`src/rtl/kairo_fetch.sv`:
```
// kairo_fetch: RV32 instruction fetch stage with a 2-entry word/PC buffer; define KAIRO_FETCH_MISALIGN_EN to report misaligned redirect targets as faults.
module kairo_fetch #(
  parameter logic [31:0] RESET_VECTOR = 32'h0000_0000
) (
  input  logic        clk,
  input  logic        rst_n,
  input  logic        redirect_valid,
  input  logic [31:0] redirect_pc,
  input  logic        inst_ready,
  output logic        inst_valid,
  output logic [31:0] inst_code,
  output logic [31:0] inst_pc,
  output logic        inst_fault,
  output logic        inst_misalign,
  output logic        ibus_req,
  output logic [31:0] ibus_addr,
  input  logic        ibus_ack,
  input  logic [31:0] ibus_rdata,
  input  logic        ibus_err
);
  localparam logic [1:0] FETCH = 2'd0;
  localparam logic [1:0] DRAIN = 2'd1;
  localparam logic [1:0] HALT  = 2'd2;
  logic [1:0]  state;
  logic [31:0] pc, tgt_q, tgt_in, apply_tgt;
  logic        pend, apply, mis, push, pop;
  logic [1:0]  cnt;
  logic        rd, wr;
  logic [65:0] mem [2];
  logic [65:0] head;
`ifdef KAIRO_FETCH_MISALIGN_EN
  assign tgt_in = redirect_pc;
  assign mis = apply_tgt[1:0] != 2'b00;
`else
  assign tgt_in = redirect_pc & 32'hFFFF_FFFC;
  assign mis = 1'b0;
`endif
  // A held request stays asserted until acked; new requests only start from registered count
  assign ibus_req = rst_n & (state == DRAIN | (state == FETCH & (pend | cnt != 2'd2)));
  assign ibus_addr = {pc[31:2], 2'b00};
  // Redirects load the PC immediately unless a request is still in flight, which is drained first
  assign apply = (redirect_valid & (state == HALT | (state == FETCH & ~(ibus_req & ~ibus_ack))))
               | (state == DRAIN & ibus_ack);
  assign apply_tgt = redirect_valid ? tgt_in : tgt_q;
  assign push = state == FETCH & ibus_req & ibus_ack;
  assign pop = inst_valid & inst_ready;
  assign head = mem[rd];
  assign inst_valid = cnt != 2'd0;
  assign {inst_code, inst_pc, inst_fault, inst_misalign} = inst_valid ? head : 66'd0;
  // Fetch FSM, PC and buffer update; redirect outranks any coincident push or pop
  always_ff @(posedge clk) begin
    if (!rst_n) begin
      state <= FETCH;
      pc <= RESET_VECTOR;
      tgt_q <= RESET_VECTOR;
      pend <= 1'b0;
      cnt <= 2'd0;
      rd <= 1'b0;
      wr <= 1'b0;
    end else begin
      pend <= ibus_req & ~ibus_ack;
      if (apply) begin
        pc <= apply_tgt;
        state <= mis ? HALT : FETCH;
        mem[0] <= {32'h0, apply_tgt, 1'b0, mis};
        cnt <= {1'b0, mis};
        wr <= mis;
        rd <= 1'b0;
      end else if (state == FETCH && redirect_valid) begin
        tgt_q <= tgt_in;
        state <= DRAIN;
        cnt <= 2'd0;
        rd <= 1'b0;
        wr <= 1'b0;
      end else if (state == DRAIN) begin
        if (redirect_valid) tgt_q <= tgt_in;
      end else begin
        if (push) begin
          mem[wr] <= ibus_err ? {32'h0, pc, 1'b1, 1'b0} : {ibus_rdata, pc, 1'b0, 1'b0};
          wr <= ~wr;
          if (ibus_err) state <= HALT;
          else pc <= pc + 32'd4;
        end
        if (pop) rd <= ~rd;
        cnt <= cnt + {1'b0, push} - {1'b0, pop};
      end
    end
  end
endmodule

```
`config.mk`:
```
export PLATFORM = sky130hd
export DESIGN_NAME = kairo_fetch
export DESIGN_NICKNAME = d
export VERILOG_FILES = /design/src/rtl/kairo_fetch.sv
export SDC_FILE = /design/constraint.sdc
export NUM_CORES = 1
export LEC_CHECK = 0
export BUFFER_PORTS_ARGS = -buffer_cell sky130_fd_sc_hd__buf_2
export CAP_MARGIN = 20
export CORE_MARGIN = 5
export CORE_UTILIZATION = 50
export CTS_CLUSTER_SIZE = 12
export DETAILED_ROUTE_END_ITERATION = 6
export HOLD_SLACK_MARGIN = 0.12
export PLACE_DENSITY = 0.73
export SETUP_SLACK_MARGIN = 0.05
export SKIP_LAST_GASP = 1
export SLEW_MARGIN = 0
export SYNTH_ARGS = -nofsm -noshare
export SYNTH_HDL_FRONTEND = slang
export SYNTH_SLANG_ARGS = --single-unit
```
`constraint.sdc`:
```
create_clock -name clk -period 5.59 [get_ports clk]
set_clock_uncertainty 0.2 [all_clocks]
set_input_delay 1.118 -clock clk [delete_from_list [all_inputs] [get_ports clk]]
set_output_delay 1.118 -clock clk [all_outputs]
set_load 0.05 [all_outputs]
```
# ---- Word level (Yosys, flattened, before mapping)
# Memory sizes are Yosys's and may differ from the RTL's. A register that Yosys moved wholly into a read port is not among the register bits.
# Cells that the tools add are included.
dict set report op_classes {
  n_addsub 3
  eq_ne 7
  muxes 28
  bitwise 20
  reduce_logical 16
}
# operator n
set ops {}
lappend ops {{two-way mux 32 bit} 8}
lappend ops {{two-way mux 66 bit} 3}
lappend ops {{OR reduction 66 bit} 1}
lappend ops {{adder 32 x 3 -> 32 bit, second input constant} 1}
lappend ops {{two-way mux 1 bit} 17}
lappend ops {{nonzero test 2 bit} 5}
lappend ops {{AND 1 bit} 9}
lappend ops {{NOT 1 bit} 7}
lappend ops {{!= test 2 bit, second input constant} 3}
lappend ops {{AND reduction 2 bit} 3}
lappend ops {{AND reduction 3 bit} 2}
lappend ops {{!= test 2 x 1 -> 1 bit, second input constant} 2}
lappend ops {{OR 1 bit} 4}
lappend ops {{AND reduction 4 bit} 1}
lappend ops {{OR reduction 3 bit} 1}
lappend ops {{adder 2 x 1 -> 2 bit} 1}
lappend ops {{equality test 2 x 1 -> 1 bit, second input constant} 1}
lappend ops {{equality test 2 bit, second input constant} 1}
lappend ops {{zero test 2 bit} 1}
lappend ops {{OR reduction 2 bit} 1}
lappend ops {{subtractor 2 x 1 -> 2 bit} 1}
lappend ops {{logical AND 1 bit} 1}
dict set report word_totals {
  ff_bits 71
  ram_bits 132
  in_bits 70
  elab_cells 83
  n_memories 1
}
# memory depth word_bits rd rd_ports_with_merged_regs wr line
set memory_table {}
lappend memory_table {mem 2 66 1 1 1 29} ;# logic [65:0] mem [2];

# ---- Logic depth before layout (Yosys ltp)
dict set report depth {
  ltp_word 16
  ltp_mapped 10
  mapped_depth_nobuf 9
}

# ---- Least setup slack after synthesis
# OpenSTA, ideal clock, no wires.
dict set report synth_path {
  path_kind {input to register}
  start {in redirect_valid}
  end {mem mem[0][10] (enable)}
  setup_ns 0.430
  arrival_ns 4.060
  t_required_ns 4.960
  slack_ns 0.900
  path_stages 8
  path_buffers 3
  cell_sequence {clkbuf_1 nor2b_1 or3_1 buf_2 or2_2 clkbuf_1 o21ai_0 and2_1}
}
dict set report synth_via {
  elab_chain_len 7
}
# element line
set synth_lines {}
lappend synth_lines {{start: declaration} 7} ;# input logic redirect_valid,
lappend synth_lines {{AND 1 bit / logical AND 1 bit (equally long branches)} {42, 69}}
lappend synth_lines {{OR 1 bit / two-way mux 1 bit (equally long branches)} {43, 69}}
lappend synth_lines {{two-way mux 1 bit} 62} ;# if (apply) begin
lappend synth_lines {{two-way mux 1 bit} 52} ;# if (!rst_n) begin
lappend synth_lines {{two-way mux 1 bit} 79} ;# mem[wr] <= ibus_err ? {32'h0, pc, 1'b1, 1'b0} : {ibus_rdata, pc, 1'b0, 1'b0};
lappend synth_lines {{OR reduction 66 bit (no source line)} -}
lappend synth_lines {{two-way mux 1 bit (no source line)} -}
lappend synth_lines {{end: declaration} 29}
# Several ways; a longest one is shown, not always the timed one.

# ---- Worst setup path in the final report
dict set report layout_path {
  start {in rst_n}
  end {mem mem[0][8] (enable)}
}
dict set report layout_via {
  elab_chain_len 12
}
# element line
set layout_lines {}
lappend layout_lines {{start: declaration} 6} ;# input logic rst_n,
lappend layout_lines {{AND 1 bit} 39} ;# assign ibus_req = rst_n & (state == DRAIN | (state == FETCH & (pend | cnt != 2'd2)));
lappend layout_lines {{AND 1 bit} 42} ;# assign apply = (redirect_valid & (state == HALT | (state == FETCH & ~(ibus_req & ~ibus_ack))))
lappend layout_lines {{NOT 1 bit} 42}
lappend layout_lines {{AND 1 bit} 42}
lappend layout_lines {{OR 1 bit} 42}
lappend layout_lines {{AND 1 bit} 42}
lappend layout_lines {{OR 1 bit} 43} ;# | (state == DRAIN & ibus_ack);
lappend layout_lines {{two-way mux 1 bit} 62}
lappend layout_lines {{two-way mux 1 bit} 52}
lappend layout_lines {{two-way mux 1 bit} 79}
lappend layout_lines {{OR reduction 66 bit (no source line)} -}
lappend layout_lines {{two-way mux 1 bit (no source line)} -}
# Several ways; a longest one is shown, not always the timed one.

==> flow_summary_export.csv <==
group,metric,value,unit
setup_path,cp.required,5.51,ns
clock_tree,cts_root_buf,"clkbuf_16",
setup_path,start_kind,"input pin",
drt,num_vias,6861,
yosys,synth_seq_cells,202,
run,maxCapViolCount,0,
yosys,synth_top_family_by_area,"simple AND/OR/NAND/NOR gates",
setup_path,cp.buffers_inverters,2,
global_routing,antenna_found_initial,0,
clock_tree,cts_tree,"yes",
pwr,p_leak,4.30,nW
global_routing,track_usage,19.7,%
die,die_h,147,um
yosys,yosysTopAreaCellShare,41.6,%
clock_tree,cts.sinks,202,
final_layout,design_area,10800,um^2
setup_path,cp_top_family,"simple AND/OR/NAND/NOR gates",
global_routing,grt.overflow.total,0,
yosys,muxShareOfSynthArea,10.2,%
yosys,synth_seq_area_share,57.0,%
yosys,ys_types,45,
timing,max_freq,263,MHz
yosys,synthTopCellsByArea,"edfxtp_1 (42%), dfxtp_1 (15%), mux2i_1 (10%)",
timing,setup_viol,0,
final_layout,mostFrequentLayoutCell,"buf_2",
drt,drc,0,
pwr,irDropWorstVdd,179,uV
status,status,"finished, final reports clean",
timing,rsz0062_at_grt,"no",
die,num_rows,50,
yosys,netlist_area,9380,um^2
clock_tree,post_cts_resized,0,
timing,hold_ws,0.252,ns
setup_path,cp_data_arrival_time,3.72,ns
die,start_util,50.5,%
setup_path,slowest_delay,0.76,ns
clock_tree,htreeDepth,1,
setup_path,critPathMaxFanout,65,
yosys,synth-edff-count,130,
timing,slew_headroom,31.2,%
drt,first_pass_iters,5,
die,die_w,147,um
timing,drv_slew,0,
drt,drt_wl_total,21800,um
timing,worst_pin_slew,1.02,ns
clock_tree,cts.reportedPaths.clkPinSlew,0.06,ns
drt,routedWlPerCell,17.4,um
global_routing,grt_start_max_net_pins,66,
yosys,synth_fa_ha_area_share,0.400,%
final_layout,syn2layout_area_growth,15.4,%
yosys,synthSimpleGateAreaFrac,17.9,%
place,portBuffers,164,
setup_path,critPathKind,"input pin to register",
place,place_area,10100,um^2
timing,hold_viol_final,0,
global_routing,grt_pass1_vias,6646,
final_layout,fill_cells,1581,
pwr,power,3.64,mW
die,core-area,18600,um^2
timing,fin_crit_sh,68.0,%
drt,vias_per_cell,5.47,
die,die_area,21600,um^2
setup_path,cp-end-kind,"register",
yosys,ys.flop_type,"edfxtp_1",
pwr,power.density,337,nW/um^2
setup_path,cp_slowest_cell,"and2_4",
die,io_pins,170,
final_layout,drive_gt1_share,20.9,%
clock_tree,hold_buffers,0,
final_layout,final_cell_mix,"buf_2 (164), edfxtp_1 (130), nand2_1 (117)",
final_layout,num_antenna_cells,0,
final_layout,postLayoutCoreUtil,58.2,%
global_routing,grt_pass1_wl,35000,um
clock_tree,cts_setup_buffers,0,
clock_tree,clock_path_buffers,3,
drt,antenna_left,0,
clock_tree,cts_buffers,23,
place,gp_routability_congestion,0.825,
final_layout,final_nets,1077,
yosys,synth_compound_area_share,7.39,%
timing,layout_min_cycle_time,3.80,ns
place,hpwlAfterDp,14200,um
clock_tree,insertion_delay,0.50,ns
yosys,synth.largest_area_cell,"edfxtp_1",
drt,drt-initial-drc-count,511,
setup_path,worstPathCellList,"buf_2, buf_4, nand2_1, or4_1, or2_2, o21ai_0, and2_4",
yosys,synth.avg_cell_area,10.5,um^2
yosys,yosys.area_share.xor_xnor,1.40,%
yosys,syn-instance-count,897,
yosys,ys_warn_count,0,
timing,tns,0,ns
worst_hold_path,hold_path.class,"register to register",
yosys,synthArstFlopShare,0,%
==> synth_stat cells (3+ instances only) <==
cell      instances
clkbuf_1         49
nor3_1            5
mux2i_1          96
nand2_1         117
nand4_1           8
and3b_1           3
nor2b_1           4
o31a_1            5
nand3b_1          5
edfxtp_1        130
o31ai_1          10
o32a_1            3
nand3_1          19
xnor2_1          14
ha_1              3
or4_1             8
and4_1            3
buf_1            10
nor4_1           16
a31oi_1           6
inv_1             9
and3_1            7
and2_1           37
buf_2             3
o211a_1           3
buf_4            33
and4b_1           3
dfxtp_1          72
nor2_1          117
or3_1             4
a21oi_1          78
==> where the power goes <==
part / switching [mW] / internal (mW) / leakage (nW)
logic: 0.392 / 0.148 / 2.11
registers: 0.0565 / 1.67 / 1.86
clock network: 0.571 / 0.811 / 0.337
==> per-layer routing <==
layer	part of all wire [%]	global-route usage [%]	vias to the layer above
met4	2.6	6.43	0
li1	-	-	3360
met1	43	26.4	3237
met5	0	0	-
met3	7.0	4.07	41
met2	48	32.4	223
==> flip-flops by register name, summed over array words and instances (netlist names), named ones only <==
signal  cells
pc         32
rd          1
tgt_q      32
mem       130
cnt         2
wr          1
pend        1
state       2
==> worst paths after layout <==
check	start	end	slack [ns]	cells past startpoint
max	rst_n	mem[0][8]$_DFFE_PP_	1.79	7
min	tgt_q[3]$_SDFFE_PN0P_	tgt_q[3]$_SDFFE_PN0P_	0.25	2
max reg2reg	cnt[0]$_SDFFE_PP0P_	pc[22]$_SDFFE_PN0P_	2.07	6
min reg2reg	tgt_q[3]$_SDFFE_PN0P_	tgt_q[3]$_SDFFE_PN0P_	0.25	2
==> cell families after synthesis <==
kind of cell / after synthesis
compound gates: 116
xor+xnor: 15
fa+ha+maj: 3
buf+inv: 105
flops: 202
mux: 96
other cells: 1
simple gates: 359
==> metrics by stage <==
stage | setup WS [ns] | instances
2_1_floorplan | 0.900 | 899
3_3_place_gp | 1.36 | 1213
3_5_place_dp | 1.31 | 1213
4_1_cts | 1.78 | 1254
5_1_grt | 1.65 | 1254
6_report | 1.79 | 1254
==> final cells by class <==
| cell class | count | area [um^2] | share of cell area, % |
|---|---|---|---|
| Sequential cell | 202 | 5350 | 49.4 |
| Multi-Input combinational cell | 592 | 3540 | 32.8 |
| Timing Repair Buffer | 176 | 911 | 8.42 |
| Clock buffer | 29 | 608 | 5.62 |
| Tap cell | 234 | 293 | 2.71 |
| Clock inverter | 12 | 80.1 | 0.740 |
| Inverter | 9 | 33.8 | 0.312 |
==> tightest hold or removal path, stage by stage, from the launching register on <==
cell and delay [ns]:
dfxtp_1 0.30, nand2_1 0.05, a21oi_1 0.05
Power figures use the tool's default switching activity.
